### config.mk
export PLATFORM = sky130hd
export DESIGN_NAME = reg_bank_5x3
export DESIGN_NICKNAME = d
export VERILOG_FILES = /design/src/rtl/reg_bank_5x3.sv
export SDC_FILE = /design/constraint.sdc
export NUM_CORES = 1
export LEC_CHECK = 0
export CORE_UTILIZATION = 44
export CTS_CLUSTER_SIZE = 25
export DETAILED_ROUTE_END_ITERATION = 16
export GPL_TIMING_DRIVEN = 0
export MAX_ROUTING_LAYER = met4
export PLACE_DENSITY = 0.85
export SETUP_SLACK_MARGIN = 0.3
export SLEW_MARGIN = 15
export SYNTH_ARGS = -nofsm -noshare
export SYNTH_HDL_FRONTEND = slang
export SYNTH_SLANG_ARGS = --single-unit
### constraint.sdc
create_clock -name clk -period 1.3 [get_ports clk]
set_input_delay 0.26 -clock clk [delete_from_list [all_inputs] [get_ports clk]]
set_output_delay 0.26 -clock clk [all_outputs]
set_load 0.05 [all_outputs]
### src/rtl/reg_bank_5x3.sv
// reg_bank_5x3: five-entry, WIDTH-bit register bank with one write port.
// Drives the downstream 5:1 one-hot selector: reg0..reg4 feed its option
// inputs and choice feeds its one-hot select. choice comes from either the
// binary read address or an internal scan pointer stepped every SCAN_DIV
// cycles. There is no handshake here: every input is sampled on every edge.
module reg_bank_5x3 #(
  parameter int WIDTH    = 3,
  parameter int NUM_REGS = 5,
  parameter int SCAN_DIV = 4
) (
  input  logic             clk,
  input  logic             rst,
  input  logic             we,
  input  logic [2:0]       waddr,
  input  logic [WIDTH-1:0] wdata,
  input  logic [2:0]       raddr,
  input  logic             scan_en,
  output logic [WIDTH-1:0] reg0,
  output logic [WIDTH-1:0] reg1,
  output logic [WIDTH-1:0] reg2,
  output logic [WIDTH-1:0] reg3,
  output logic [WIDTH-1:0] reg4,
  output logic [4:0]       choice,
  output logic [2:0]       ptr,
  output logic             waddr_err
);

  // A single-cycle scan period still needs a one-bit counter that stays at 0.
  localparam int               CNT_W     = (SCAN_DIV > 1) ? $clog2(SCAN_DIV) : 1;
  localparam logic [CNT_W-1:0] CNT_MAX   = CNT_W'(SCAN_DIV - 1);
  localparam logic [2:0]       LAST_ADDR = 3'(NUM_REGS - 1);

  logic [WIDTH-1:0] regs_q [NUM_REGS];
  logic [WIDTH-1:0] regs_d [NUM_REGS];
  logic [4:0]       choice_q, choice_d;
  logic [2:0]       ptr_q, ptr_d;
  logic [CNT_W-1:0] cnt_q, cnt_d;
  logic             waddr_err_q, waddr_err_d;
  logic [2:0]       sel_addr;

  // Write port: update the addressed entry; flag addresses beyond the last entry.
  always_comb begin
    for (int i = 0; i < NUM_REGS; i++) begin
      regs_d[i] = regs_q[i];
      if (we && (waddr == 3'(i))) begin
        regs_d[i] = wdata;
      end
    end
    waddr_err_d = we && (waddr > LAST_ADDR);
  end

  // Scan divider: step the pointer once per SCAN_DIV enabled cycles, 4 wraps to 0.
  // Disabling scan clears the count so a resume always gets a full period.
  always_comb begin
    cnt_d = '0;
    ptr_d = ptr_q;
    if (scan_en) begin
      if (cnt_q == CNT_MAX) begin
        cnt_d = '0;
        ptr_d = (ptr_q == LAST_ADDR) ? 3'd0 : ptr_q + 3'd1;
      end else begin
        cnt_d = cnt_q + CNT_W'(1);
      end
    end
  end

  // Read select: decode the chosen address to one-hot; out-of-range decodes to zero.
  always_comb begin
    sel_addr = scan_en ? ptr_q : raddr;
    choice_d = '0;
    for (int i = 0; i < NUM_REGS; i++) begin
      if (sel_addr == 3'(i)) begin
        choice_d[i] = 1'b1;
      end
    end
  end

  // State registers with asynchronous clear.
  always_ff @(posedge clk or posedge rst) begin
    if (rst) begin
      for (int i = 0; i < NUM_REGS; i++) begin
        regs_q[i] <= '0;
      end
      choice_q    <= '0;
      ptr_q       <= '0;
      cnt_q       <= '0;
      waddr_err_q <= 1'b0;
    end else begin
      for (int i = 0; i < NUM_REGS; i++) begin
        regs_q[i] <= regs_d[i];
      end
      choice_q    <= choice_d;
      ptr_q       <= ptr_d;
      cnt_q       <= cnt_d;
      waddr_err_q <= waddr_err_d;
    end
  end

  assign reg0      = regs_q[0];
  assign reg1      = regs_q[1];
  assign reg2      = regs_q[2];
  assign reg3      = regs_q[3];
  assign reg4      = regs_q[4];
  assign choice    = choice_q;
  assign ptr       = ptr_q;
  assign waddr_err = waddr_err_q;

endmodule

==> summary.txt <==
Run status
  – Status: completed

Placed design
  – Routability cong.: 0.739
  – HPWL Detailed: 1690 um
  – Port bufs: 36
  – DP Cell Count: 145

Synth
  – Distinct cells, synth: 24
  – Synth warnings: 0
  – Avg Cell Area, Syn: 13.9 um^2
  – Yosys reg bits: 26
  – Syn nets: 97
  – Sequential area share after synthesis: 0.576
  – Synth Cell Area: 0.00113 mm^2
  – Post-Synthesis Cells: 81

Setup path
  – Crit-path max cell delay: 0.46 ns
  – Worst path required time: 1.04 ns
  – Endpoint type of the worst setup path: output pin
  – CP max FO: 3
  – Reg2Reg Setup Slack: 0.11 ns
  – Worst r2r dst: ptr[1]
  – Top Family by Delay on Critical Path: flip-flops
  – Crit path buffers/inverters: 1
  – Worst r2r src: ptr[1]
  – Critical Path AT: 0.93 ns
  – Slowest-stage cell, CP: dfrtp_2
  – Kind of critical path: flip-flop to output pin
  – Reg2reg path depth: 4
  – Startpoint types: flip-flop
  – CP cell instances: buf_6

Finish
  – Fill count: 146
  – Share of post-route cells with drive strength above 1: 0.615
  – Diode count: 0
  – Filler-free cell count of the finished design: 163
  – P&R area growth vs syn: 57.3%
  – Fin nets: 152

GRT
  – Initial antenna violation count: 0
  – Largest net degree at the start of global routing: 27
  – Vias in the first global route: 899
  – GRT Util Overall: 0.218
  – Remaining Overflow, GRT: 0
  – First-pass GRT wire length: 4120 um

Floorplan
  – Die W: 52.6 um
  – Number of top-level pins: 37
  – Core footprint: 0.00232 mm^2
  – FP Rows: 17
  – Die Ht: 52.6 um
  – Initial Util: 0.487
  – Die area: 0.00277 mm^2

CTS
  – Clock latency on the worst-skew pair: 0.31 ns
  – CTS tree: built
  – Root Driver: clkbuf_4
  – CTS max path bufs: 2
  – Worst-path clk slew: 0.14 ns
  – H-tree levels: 1
  – # hold bufs at CTS: 0
  – CTS Sinks: 26
  – CTS Buf Count: 3

Timing
  – Worst Tran Pin Value: 0.544 ns
  – Final cycle utilization of the critical path: 0.918
  – RSZ-0062 raised after global routing: true
  – Setup tns final: 0 ns
  – Clock skew: 0.00815 ns
  – # setup viols final: 0
  – Final hold violation count: 0
  – Maximum operating frequency: 0.838 GHz
  – Slew Viols, Final: 0
  – Fin crit period: 1.19 ns
  – Rel. slew slack: 0.637

Pwr
  – Power Total: 3.37 mW
  – PwrDens: 1900 mW/mm^2
  – Max VDD drop: 1.34 mV
  – Leakage power: 0.824 nW

Worst hold path
  – Hold_sp: waddr[2]
  – Min-Delay Path Class: primary input to flip-flop
  – Endpoint, Worst Hold: waddr_err
  – Hold path depth: 3

Route
  – DRC violations left: 0
  – Post-route ant nets: 0
  – DRT Wirelength: 2660 um
  – Vias per inst: 5.21
  – WL per Instance: 16.3 um
  – First-pass detailed-route iteration total: 4
  – Vias: 850
  – Iter 0 DRT Violations: 6

Job
  – Max-Cap Viols: 0
-- cell type report --
| cell class | instances | area, um^2 | share of cell area |
|---|---|---|---|
| Buffer | 1 | 7.51 | 0.00423 |
| Clock buffer | 4 | 26.3 | 0.0148 |
| Inverter | 4 | 21.3 | 0.0120 |
| Multi-Input combinational cell | 50 | 534 | 0.301 |
| Sequential cell | 26 | 659 | 0.371 |
| Tap cell | 28 | 35.0 | 0.0197 |
| Timing Repair Buffer | 50 | 492 | 0.277 |
-- registers in the layout, summed over array words and instances (netlist names) --
register / flops
choice: 5
ptr: 3
reg0: 3
reg1: 3
reg2: 3
reg3: 3
reg4: 3
cnt_q: 2
waddr_err: 1
-- power by group --
part	switching [mW]	internal, mW	leakage, nW
logic	1.05	0.810	0.493
clock network	0.223	0.120	0.0150
registers	0.156	1.00	0.316
total	1.43	1.93	0.824
-- kinds of logic (layout without fill, tap and decap cells) --
kind of cell | Yosys count | after routing | share of synthesized area
DFF | 26 | 26 | 0.576
muxes | 18 | 18 | 0.198
adders and majority gates | 3 | 3 | 0.0333
AOI/OAI and AO/OA | 7 | 7 | 0.0432
and+or+nand+nor | 22 | 22 | 0.131
buffers and inverters | 5 | 59 | 0.0177
-- cell usage after synthesis --
master | instances | share of area
buf_2 | 1 | 0.0044
and2_1 | 1 | 0.0055
mux2_2 | 4 | 0.040
a32oi_1 | 1 | 0.0078
nor4b_4 | 1 | 0.021
and4bb_4 | 2 | 0.029
nand4b_1 | 1 | 0.0078
mux2_1 | 7 | 0.070
mux2_4 | 6 | 0.080
o32a_1 | 1 | 0.0089
nor3b_1 | 1 | 0.0067
dfrtp_1 | 26 | 0.58
nor2_1 | 10 | 0.033
a21o_1 | 1 | 0.0067
a21oi_1 | 1 | 0.0044
nand2_1 | 3 | 0.010
a211oi_1 | 1 | 0.0067
nand3_1 | 1 | 0.0044
mux2i_1 | 1 | 0.0089
inv_1 | 4 | 0.013
nor3_2 | 1 | 0.0089
o21ai_0 | 2 | 0.0089
nor3_1 | 1 | 0.0044
ha_1 | 3 | 0.033
-- stage by stage --
stage          hold slack (ns)  setup WS [ns]  utilization  cell area (um^2)
2_1_floorplan            0.300         0.0920            -              1150
3_3_place_gp             0.425         -0.367        0.666              1550
3_5_place_dp             0.439         -0.440        0.666              1550
4_1_cts                  0.241          0.101        0.731              1690
5_1_grt                  0.257         0.0698        0.766              1780
6_report                 0.252          0.107        0.766              1780
-- layout by cell type, fill, tap and decap left out, drive strengths merged, types with 3 or more instances in the layout --
| cell | instances |
|---|---|
| clkdlybuf4s50 | 6 |
| nand2 | 3 |
| mux2 | 17 |
| dfrtp | 26 |
| nor2 | 10 |
| inv | 3 |
| ha | 3 |
| buf | 42 |
| clkbuf | 5 |
-- how the worst max path moves through the flow --
stage / endpoint / start / cells past startpoint
4_1_cts: ptr[0] / ptr[0] / 1
3_5_place_dp: reg0[2] / waddr[0] / 3
5_1_grt: ptr[0] / ptr[0] / 1
6_report: ptr[1] / ptr[1] / 1
3_3_place_gp: reg0[0] / waddr[0] / 3
2_1_floorplan: ptr[1] / ptr[1] / 3
-- per-layer routing --
metal	GRT usage	vias up	routed length, um
li1	-	390	-
met3	0.0348	6	130
met2	0.386	35	1450
met5	-	-	0
met4	0.0877	0	30
met1	0.242	419	1050
-- timing repair --
item | 4_1_cts | 5_1_grt
buffers inserted | 9 | 5
pin swaps | 5 | 5
endpoints found under the setup margin | 73 | 39
gates resized for setup | 196 | 17
Power figures use the tool's default switching activity.
